[config.mk]
export PLATFORM = sky130hd
export DESIGN_NAME = dispatcher_cpuid_mgr_flat
export DESIGN_NICKNAME = d
export VERILOG_FILES = /design/src/rtl/dispatcher_cpuid_if.sv /design/src/rtl/dispatcher_cpuid_mgr.sv /design/src/flat_wrapper.sv
export SDC_FILE = /design/constraint.sdc
export NUM_CORES = 1
export LEC_CHECK = 0
export BUFFER_PORTS_ARGS = -buffer_cell sky130_fd_sc_hd__buf_2
export CAP_MARGIN = 30
export CELL_PAD_IN_SITES_DETAIL_PLACEMENT = 1
export CELL_PAD_IN_SITES_GLOBAL_PLACEMENT = 1
export CORE_MARGIN = 2
export CORE_UTILIZATION = 46
export CTS_BUF_LIST = sky130_fd_sc_hd__clkbuf_4
export CTS_CLUSTER_SIZE = 24
export DETAILED_ROUTE_END_ITERATION = 8
export PLACE_DENSITY_LB_ADDON = 0.1
export REMOVE_ABC_BUFFERS = 1
export SYNTH_ARGS = -nofsm -noshare
export SYNTH_HDL_FRONTEND = slang
export SYNTH_SLANG_ARGS = --single-unit
[constraint.sdc]
create_clock -name clk -period 4.4 [get_ports clk]
set_input_delay 0.22 -clock clk [delete_from_list [all_inputs] [get_ports clk]]
set_output_delay 0.22 -clock clk [all_outputs]
set_load 0.02 [all_outputs]
[src/rtl/dispatcher_cpuid_if.sv]
// Dispatcher <-> CPUID manager request/grant handshake.
interface dispatcher_cpuid_if;
  logic       in_cpuid_ctl;
  logic [4:0] in_cpuid_key;
  logic [4:0] out_cpuid;
  logic       out_cpuid_ack;
  logic       out_cpuid_valid;

  modport master (
    output in_cpuid_ctl, in_cpuid_key,
    input  out_cpuid, out_cpuid_ack, out_cpuid_valid
  );
  modport slave (
    input  in_cpuid_ctl, in_cpuid_key,
    output out_cpuid, out_cpuid_ack, out_cpuid_valid
  );
endinterface

[src/rtl/dispatcher_cpuid_mgr.sv]
// CPUID manager: grants thread ids round-robin over enabled, non-saturated threads.
// Define CPUID_HASH_EN for static selection (key mod NUM_THREADS) instead of round-robin.

module dispatcher_cpuid_cnt #(
  parameter int MAX_PENDING = 4,
  parameter int CNT_W       = 3
) (
  input  logic             clk,
  input  logic             reset,
  input  logic             en,
  input  logic             inc,
  input  logic             dec,
  output logic [CNT_W-1:0] cnt,
  output logic             elig,
  output logic             zero
);
  logic dec_ok;

  assign zero   = (cnt == '0);
  assign elig   = en && (cnt < CNT_W'(MAX_PENDING));
  // a release to an empty counter is dropped; the top flags it as an error
  assign dec_ok = dec && !zero;

  always_ff @(posedge clk) begin
    if (reset)               cnt <= '0;
    else if (inc && !dec_ok) cnt <= cnt + 1'b1;
    else if (dec_ok && !inc) cnt <= cnt - 1'b1;
  end
endmodule

module dispatcher_cpuid_mgr #(
  parameter int NUM_THREADS = 8,
  parameter int MAX_PENDING = 4,
  parameter int CNT_W       = 3
) (
  input  logic                   clk,
  input  logic                   reset,
  dispatcher_cpuid_if.slave      req,
  input  logic                   in_release_wr,
  input  logic [4:0]             in_release_cpuid,
  input  logic [NUM_THREADS-1:0] in_thread_en,
  output logic                   out_release_err
);
  typedef enum logic {IDLE, GRANT} state_t;
  state_t state, state_nx;

  logic [NUM_THREADS-1:0][CNT_W-1:0] cnt;
  logic [NUM_THREADS-1:0] elig, zero, inc, dec;
  logic [4:0] rr_ptr, sel;
  logic       found, take, rel_err, unused_sig;

  for (genvar g = 0; g < NUM_THREADS; g++) begin : g_thr
    dispatcher_cpuid_cnt #(.MAX_PENDING(MAX_PENDING), .CNT_W(CNT_W)) u_cnt (
      .clk(clk), .reset(reset), .en(in_thread_en[g]),
      .inc(inc[g]), .dec(dec[g]),
      .cnt(cnt[g]), .elig(elig[g]), .zero(zero[g])
    );
    assign inc[g] = take && found && (sel == 5'(g));
    assign dec[g] = in_release_wr && (in_release_cpuid == 5'(g));
  end

  assign rel_err = in_release_wr &&
                   ((32'(in_release_cpuid) >= NUM_THREADS) || (|(dec & zero)));

`ifdef CPUID_HASH_EN
  always_comb begin
    sel   = 5'(32'(req.in_cpuid_key) % NUM_THREADS);
    found = 1'b0;
    for (int i = 0; i < NUM_THREADS; i++)
      if (sel == 5'(i)) found = elig[i];
  end

  always_ff @(posedge clk) rr_ptr <= '0;

  assign unused_sig = ^rr_ptr;
`else
  logic [4:0] sel_hi, sel_lo;
  logic       found_hi, found_lo;

  // descending scan leaves the lowest eligible id at/above rr_ptr, else the lowest below it
  always_comb begin
    found_hi = 1'b0;
    found_lo = 1'b0;
    sel_hi   = '0;
    sel_lo   = '0;
    for (int i = NUM_THREADS - 1; i >= 0; i--) begin
      if (elig[i]) begin
        if (5'(i) >= rr_ptr) begin found_hi = 1'b1; sel_hi = 5'(i); end
        else                 begin found_lo = 1'b1; sel_lo = 5'(i); end
      end
    end
    found = found_hi | found_lo;
    sel   = found_hi ? sel_hi : sel_lo;
  end

  always_ff @(posedge clk) begin
    if (reset)              rr_ptr <= '0;
    else if (take && found) rr_ptr <= (sel == 5'(NUM_THREADS - 1)) ? 5'd0 : sel + 5'd1;
  end

  assign unused_sig = ^req.in_cpuid_key;
`endif

  always_ff @(posedge clk) begin
    if (reset) state <= IDLE;
    else       state <= state_nx;
  end

  always_comb begin
    state_nx = state;
    take     = 1'b0;
    case (state)
      IDLE:    if (req.in_cpuid_ctl) begin take = 1'b1; state_nx = GRANT; end
      GRANT:   if (!req.in_cpuid_ctl) state_nx = IDLE;
      default: state_nx = IDLE;
    endcase
  end

  always_ff @(posedge clk) begin
    if (reset) begin
      req.out_cpuid       <= '0;
      req.out_cpuid_ack   <= 1'b0;
      req.out_cpuid_valid <= 1'b0;
      out_release_err     <= 1'b0;
    end else begin
      if (take) begin
`ifdef CPUID_HASH_EN
        req.out_cpuid     <= sel;
`else
        req.out_cpuid     <= found ? sel : 5'd0;
`endif
        req.out_cpuid_ack   <= 1'b1;
        req.out_cpuid_valid <= found;
      end else if (state == GRANT && !req.in_cpuid_ctl) begin
        req.out_cpuid       <= '0;
        req.out_cpuid_ack   <= 1'b0;
        req.out_cpuid_valid <= 1'b0;
      end
      if (rel_err) out_release_err <= 1'b1;
    end
  end
endmodule
[src/flat_wrapper.sv]
// flat-port wrapper written by rule: the top's interface ports become plain ports
module dispatcher_cpuid_mgr_flat 
#(
  parameter int NUM_THREADS = 8,
  parameter int MAX_PENDING = 4,
  parameter int CNT_W       = 3
)
  (clk, reset, in_release_wr, in_release_cpuid, in_thread_en, out_release_err, req_in_cpuid_ctl, req_in_cpuid_key, req_out_cpuid, req_out_cpuid_ack, req_out_cpuid_valid);
  dispatcher_cpuid_if req_i ();
  input  logic clk;
  input  logic reset;
  input  logic in_release_wr;
  input  logic [4:0] in_release_cpuid;
  input  logic [NUM_THREADS-1:0] in_thread_en;
  output logic out_release_err;
  input wire logic [$bits(req_i.in_cpuid_ctl)-1:0] req_in_cpuid_ctl;
  input wire logic [$bits(req_i.in_cpuid_key)-1:0] req_in_cpuid_key;
  output wire logic [$bits(req_i.out_cpuid)-1:0] req_out_cpuid;
  output wire logic [$bits(req_i.out_cpuid_ack)-1:0] req_out_cpuid_ack;
  output wire logic [$bits(req_i.out_cpuid_valid)-1:0] req_out_cpuid_valid;
  assign req_i.in_cpuid_ctl = req_in_cpuid_ctl;
  assign req_i.in_cpuid_key = req_in_cpuid_key;
  assign req_out_cpuid = req_i.out_cpuid;
  assign req_out_cpuid_ack = req_i.out_cpuid_ack;
  assign req_out_cpuid_valid = req_i.out_cpuid_valid;
  dispatcher_cpuid_mgr #(.NUM_THREADS(NUM_THREADS), .MAX_PENDING(MAX_PENDING), .CNT_W(CNT_W)) u_core (.clk(clk), .reset(reset), .req(req_i), .in_release_wr(in_release_wr), .in_release_cpuid(in_release_cpuid), .in_thread_en(in_thread_en), .out_release_err(out_release_err));
endmodule
Yosys cells after proc, flatten, opt, wreduce, memory -nomap -nowiden:

Cells that the tools add are included.

* register bits after elaboration: 38
* latch bits: 0
* memory bits (writable): 0
* memory bits (read-only): 0
* input bits: 22
* output and inout bits: 8
* word-level logic and storage cells: 251
* memories kept: 0

* add/sub/neg operators: 17
* multipliers: 0
* divide/modulo/power cells: 0
* magnitude comparators: 17
* eq/ne operators: 14
* shift operators: 0
* mux-type cells: 90
* bitwise gates (word level): 2
* reductions and logical operators: 97

Operators by type and width (number)
* 5-bit 2-to-1 mux: 34
* 3-bit 2-to-1 mux: 19
* 1-bit logical AND: 51
* 5-bit by 3-bit == test with 1-bit output (second input constant): 8
* 1-bit 2-to-1 mux: 37
* 1-bit logical NOT: 25
* 3-bit by 1-bit adder with 3-bit output (second input constant): 8
* 3-bit logical NOT: 8
* 3-bit less-than comparator (second input constant): 8
* 3-bit by 1-bit subtractor with 3-bit output (second input constant): 8
* 5-bit by 2-bit == test with 1-bit output (second input constant): 4
* 3-bit by 5-bit greater-or-equal comparator with 1-bit output (first input constant): 4
* 2-bit nonzero test: 9
* 5-bit by 1-bit == test with 1-bit output (second input constant): 2
* 1-bit by 5-bit greater-or-equal comparator with 1-bit output (first input constant): 2
* 2-bit by 5-bit greater-or-equal comparator with 1-bit output (first input constant): 2
* 5-bit logical NOT: 2
* 8-bit bitwise AND: 1
* 8-bit OR reduction: 1
* 5-bit by 1-bit adder with 5-bit output (second input constant): 1
* 5-bit by 4-bit greater-or-equal comparator with 1-bit output (second input constant): 1
* 1-bit logical OR: 1
* 1-bit bitwise OR: 1

Depth between registers and ports, before layout:

* depth after elaboration: 24
* gate-level depth with buffers: 16
* mapped depth without buffers: 15

Hierarchy:

A second synthesis with hierarchy kept.

* cell total of the unflattened synthesis: 297
* area total of the unflattened synthesis: 2523.7 um^2

Modules (own cells, without submodules)
* dispatcher_cpuid_cnt: instances 8, cells an instance 17, area an instance 165.2 um^2, sequential area each 60.1 um^2
* dispatcher_cpuid_mgr: instances 1, cells an instance 161, area an instance 1202.4 um^2, sequential area each 220.2 um^2

Worst setup path before layout:

Ideal clock, no wire load.

* path type: reg-to-reg
* from: reg u_core.rr_ptr[3]
* to: reg u_core.g_thr[7].u_cnt.cnt[2]
* library setup time: 70 ps
* arrival: 3120 ps
* required time: 4330 ps
* slack: 1209 ps
* cell stages (with the launch flop): 16
* buffers on the path: 1
* period minus slack after synthesis: 3191 ps
* cells stage by stage: dfxtp_1 buf_6 a21oi_2 a22o_1 nor4_4 a31oi_2 inv_1 ha_1 ha_1 and2_1 ha_1 inv_1 fa_1 xor2_1 or3_1 a21oi_1

* word-level cells in the longest chain between the ends: 23
* elaborated cells on any way between the ends: 82
* those cells by class: order compare: 8; eq/ne: 1; mux: 66; bitwise: 1; reduce/logical: 6

RTL lines
* start: declaration: line dispatcher_cpuid_mgr.sv:49 `logic [4:0] rr_ptr, sel;`
* start signal: assignment: line dispatcher_cpuid_mgr.sv:98 `else if (take && found) rr_ptr <= (sel == 5'(NUM_THREADS - 1)) ? 5'd0 : sel + 5'd1;`
* 3-bit by 5-bit greater-or-equal comparator with 1-bit output: line dispatcher_cpuid_mgr.sv:88 `if (5'(i) >= rr_ptr) begin found_hi = 1'b1; sel_hi = 5'(i); end`
* 3-bit 2-to-1 mux or 1-bit 2-to-1 mux (tied branches): line dispatcher_cpuid_mgr.sv:88
* 5-bit 2-to-1 mux (tied with other cells): line dispatcher_cpuid_mgr.sv:87 `if (elig[i]) begin`
* 5-bit 2-to-1 mux or 1-bit 2-to-1 mux (tied branches): line dispatcher_cpuid_mgr.sv:88
* 5-bit 2-to-1 mux or 1-bit 2-to-1 mux (tied branches): line dispatcher_cpuid_mgr.sv:87
* 5-bit 2-to-1 mux or 1-bit 2-to-1 mux (tied branches): line dispatcher_cpuid_mgr.sv:88
* 5-bit 2-to-1 mux or 1-bit 2-to-1 mux (tied branches): line dispatcher_cpuid_mgr.sv:87
* 5-bit 2-to-1 mux or 1-bit 2-to-1 mux (tied branches): line dispatcher_cpuid_mgr.sv:88
* (+7 left out)
* 5-bit 2-to-1 mux or 1-bit 2-to-1 mux (tied branches): line dispatcher_cpuid_mgr.sv:88
* 5-bit 2-to-1 mux or 1-bit 2-to-1 mux (tied branches): line dispatcher_cpuid_mgr.sv:87
* 5-bit 2-to-1 mux or 1-bit bitwise OR (tied branches): line dispatcher_cpuid_mgr.sv:93, dispatcher_cpuid_mgr.sv:92
* 5-bit by 3-bit == test with 1-bit output or 1-bit logical AND (tied branches): line dispatcher_cpuid_mgr.sv:58 `assign inc[g] = take && found && (sel == 5'(g));`
* 1-bit logical AND *: line dispatcher_cpuid_mgr.sv:58
* 1-bit logical NOT: line dispatcher_cpuid_mgr.sv:27 `else if (dec_ok && !inc) cnt <= cnt - 1'b1;`
* 1-bit logical AND: line dispatcher_cpuid_mgr.sv:27
* 2-bit nonzero test (no line)
* end signal: assignment: line dispatcher_cpuid_mgr.sv:26 `else if (inc && !dec_ok) cnt <= cnt + 1'b1;`
* end signal: assignment: line dispatcher_cpuid_mgr.sv:27
* end: declaration: line dispatcher_cpuid_mgr.sv:13 `output logic [CNT_W-1:0] cnt,`

Mark *: on every way between the ends. The rest lies on a longest branch, timed or not.
A chain may end at the register's enable or synchronous reset.

Worst setup path after layout:

Same ends and word-level chain as after synthesis.

==> metrics.csv <==
stage;metric;value;unit
finish;antenna diode count;0;
logic_synthesis;Yosys top cell by area;dfxtp_1;
critical_path;slowest CP cell;dfxtp_1;
route;drt drc;0;
logic_synthesis;share of the synthesized area in the top cell type;0.279;
logic_synthesis;commonest cells in the netlist;dfxtp_1, nor2_1, xor2_1;
critical_path;CP Max Fanout;14;
logic_synthesis;Gate Count Post-Synth;283;
power_and_ir_drop;power per cell area;381;nW/µm²
global_route;initial antenna violation count;0;
clock_network;clk_lat worst skew;0.33;ns
sta;Setup TNS;0;ns
clock_network;TritonCTS buffer count;5;
placement;I/O Buffers;22;
route;vias per inst;5.53;
die;Die Area;6060;µm²
sta;max_slew headroom;0.544;
critical_path;Critical Path Most Common Cell;ha_1;
clock_network;CTS resizes;0;
critical_path;CP delay by family, top;simple AND/OR/NAND/NOR gates;
sta;Slew @ Worst Pin;0.684;ns
sta;max-slew violation count;0;
die;core area;5170;µm²
clock_network;post-CTS setup buffers;0;
die;Starting Density;0.485;
finish;final cell count without fillers;373;
placement;placed insts;365;
sta;final hold vios;0;
logic_synthesis;number of synthesized flops with an enable pin;0;
critical_path;Setup CP Type;reg2reg;
min_path;type of the tightest min-delay check;in2reg;
finish;P&R area growth vs syn;7.28;%
power_and_ir_drop;Max VDD drop;0.000204;V
route;wire per inst;15.1;µm
clock_network;Worst-path clk slew;0.11;ns
sta;final period utilization;0.861;
global_route;total track usage;0.202;
clock_network;CTS max path bufs;2;
clock_network;clk root buf;clkbuf_4;
critical_path;worst path buffer plus inverter count;2;
route;drt initial violations;51;
logic_synthesis;Seq cells post-synth;35;
critical_path;Critical Path Source Type;flip-flop;
logic_synthesis;asr flop ratio synth;0;
die;Die Ht;77.9;µm
route;Via Count;2062;
clock_network;CTS Hold Bufs;0;
finish;Filler Cells Inserted;635;
placement;detailed placer's ending HPWL;4400;µm
logic_synthesis;ys flop type;dfxtp_1;
critical_path;critical path arrival;4.05;ns
critical_path;Setup crit end kind;flip-flop;
sta;fmax;264;MHz
route;drt first pass iters;4;
logic_synthesis;sequential fraction of the synthesis area;0.279;
critical_path;Critical Path RT;4.66;ns
clock_network;CTS HTree Levels;2;
critical_path;CP peak stage delay;0.66;ns
global_route;number of global-route vias before repair;2130;
sta;final setup vio count;0;
sta;Final WS setup;0.613;ns
flow_run;max-cap violation count;0;
logic_synthesis;Post-Syn Area;2510;µm²
global_route;first-pass GRT wire length;9800;µm
power_and_ir_drop;total leakage power;1.16;nW
finish;NumNets Final;347;
sta;Hold Slack;0.139;ns
status;status;finished, final reports clean;
global_route;largest net degree at the start of global routing;37;
clock_network;CTS Sinks;35;
sta;Layout Skew;0.00717;ns
die;I/O pins;30;
logic_synthesis;Unique masters post-synth;61;
sta;unrepaired setup endpoints after global routing;no;
global_route;GR Overflow Total;0;
logic_synthesis;Avg Inst Size Synth;8.87;µm²
logic_synthesis;total number of yosys warnings;0;
route;post-route antenna net violation count;0;
route;DRT Wirelength;5630;µm
finish;share of cells above drive strength 1;0.155;
logic_synthesis;most frequent cell after synthesis;dfxtp_1;
die;Die Width;77.9;µm
placement;pre-CTS setup slack;0.697;ns
sta;fin crit period;3.79;ns
placement;GP Congestion;0.848;
clock_network;CTS tree;done;
critical_path;critical path cell sequence;nor3b_1 > a22o_1 > nor4_4 > a31oi_2 > inv_1 > ha_1 > ha_1 > and2_1 > ha_1 > inv_1 > fa_1 > xor2_1 > or3_1 > a21oi_1;
die;Rows;26;
logic_synthesis;largest cells by area after synthesis;dfxtp_1, ha_1, fa_1, xor2_1, nor2_1;
-- state kept, by name, indices dropped and copies added, names as in the netlist --
name                        count
u_core.req.out_cpuid            3
u_core.req.out_cpuid_ack        1
u_core.req.out_cpuid_valid      1
u_core.out_release_err          1
u_core.g_thr.u_cnt.cnt         24
u_core.state                    1
u_core.rr_ptr                   4
-- through the flow --
step / total power [mW] / cell area, µm² / utilization
after floorplan: 0.754 / 2440 / -
after detailed placement: 0.861 / 2640 / 0.510
after global routing: 1.12 / 2690 / 0.521
after CTS: 1.04 / 2690 / 0.521
final: 1.02 / 2690 / 0.521
after global placement: 0.849 / 2640 / 0.510
-- path summary, 6_finish.rpt --
check                         startpoint                      endpoint  slack, ns  cells past startpoint
hold reg to reg   u_core.out_release_err        u_core.out_release_err       0.45                      2
hold / removal          req_in_cpuid_ctl                  u_core.state       0.14                      2
setup / recovery        u_core.rr_ptr[3]  u_core.g_thr[7].u_cnt.cnt[2]       0.61                     14
setup reg to reg        u_core.rr_ptr[3]  u_core.g_thr[7].u_cnt.cnt[2]       0.61                     14
-- area by class of cell --
cell class / count / area, µm² / area share
Clock buffer: 6 / 45.0 / 0.0167
Clock inverter: 2 / 7.51 / 0.00279
Inverter: 16 / 60.1 / 0.0223
Multi-Input combinational cell: 222 / 1680 / 0.625
Sequential cell: 35 / 701 / 0.260
Tap cell: 70 / 87.6 / 0.0325
Timing Repair Buffer: 22 / 110 / 0.0409
-- layer usage --
metal	part of all wire	track usage
met1	0.50	0.267
met2	0.46	0.337
met3	0.027	0.0360
met4	0.016	0.0571
met5	0	0
-- placed cells by master (no fill, tap or decap), types with 5 or more instances in the layout --
master    count
nor3_1        9
dfxtp_1      35
or3_1        12
nor2_1       34
clkbuf_4      6
buf_2        22
fa_1          8
nand3_1       6
and2_1        6
a21oi_1      14
xor2_1       16
inv_1        14
ha_1         15
nand2b_1      9
and3_1        6
nand2_1       8
o21ai_0      11
mux2i_1      10
nor3b_1       5
-- cells by family after synthesis --
| logic type | after synthesis | synth area share |
|---|---|---|
| AOI/OAI and AO/OA | 58 | 0.179 |
| muxes | 10 | 0.0399 |
| adders and majority gates | 23 | 0.139 |
| DFF | 35 | 0.279 |
| buffers and inverters | 27 | 0.0523 |
| other | 1 | 0.00149 |
| xor gates and xnor gates | 16 | 0.0558 |
| and+or+nand+nor | 113 | 0.254 |
-- report_power, final --
part	switching, mW	internal, mW	leakage (nW)
clock network	0.104	0.0654	0.0307
logic	0.248	0.196	0.846
registers	0.0540	0.357	0.285
total	0.406	0.619	1.16
Note: power is estimated with default switching activity, not from simulation.
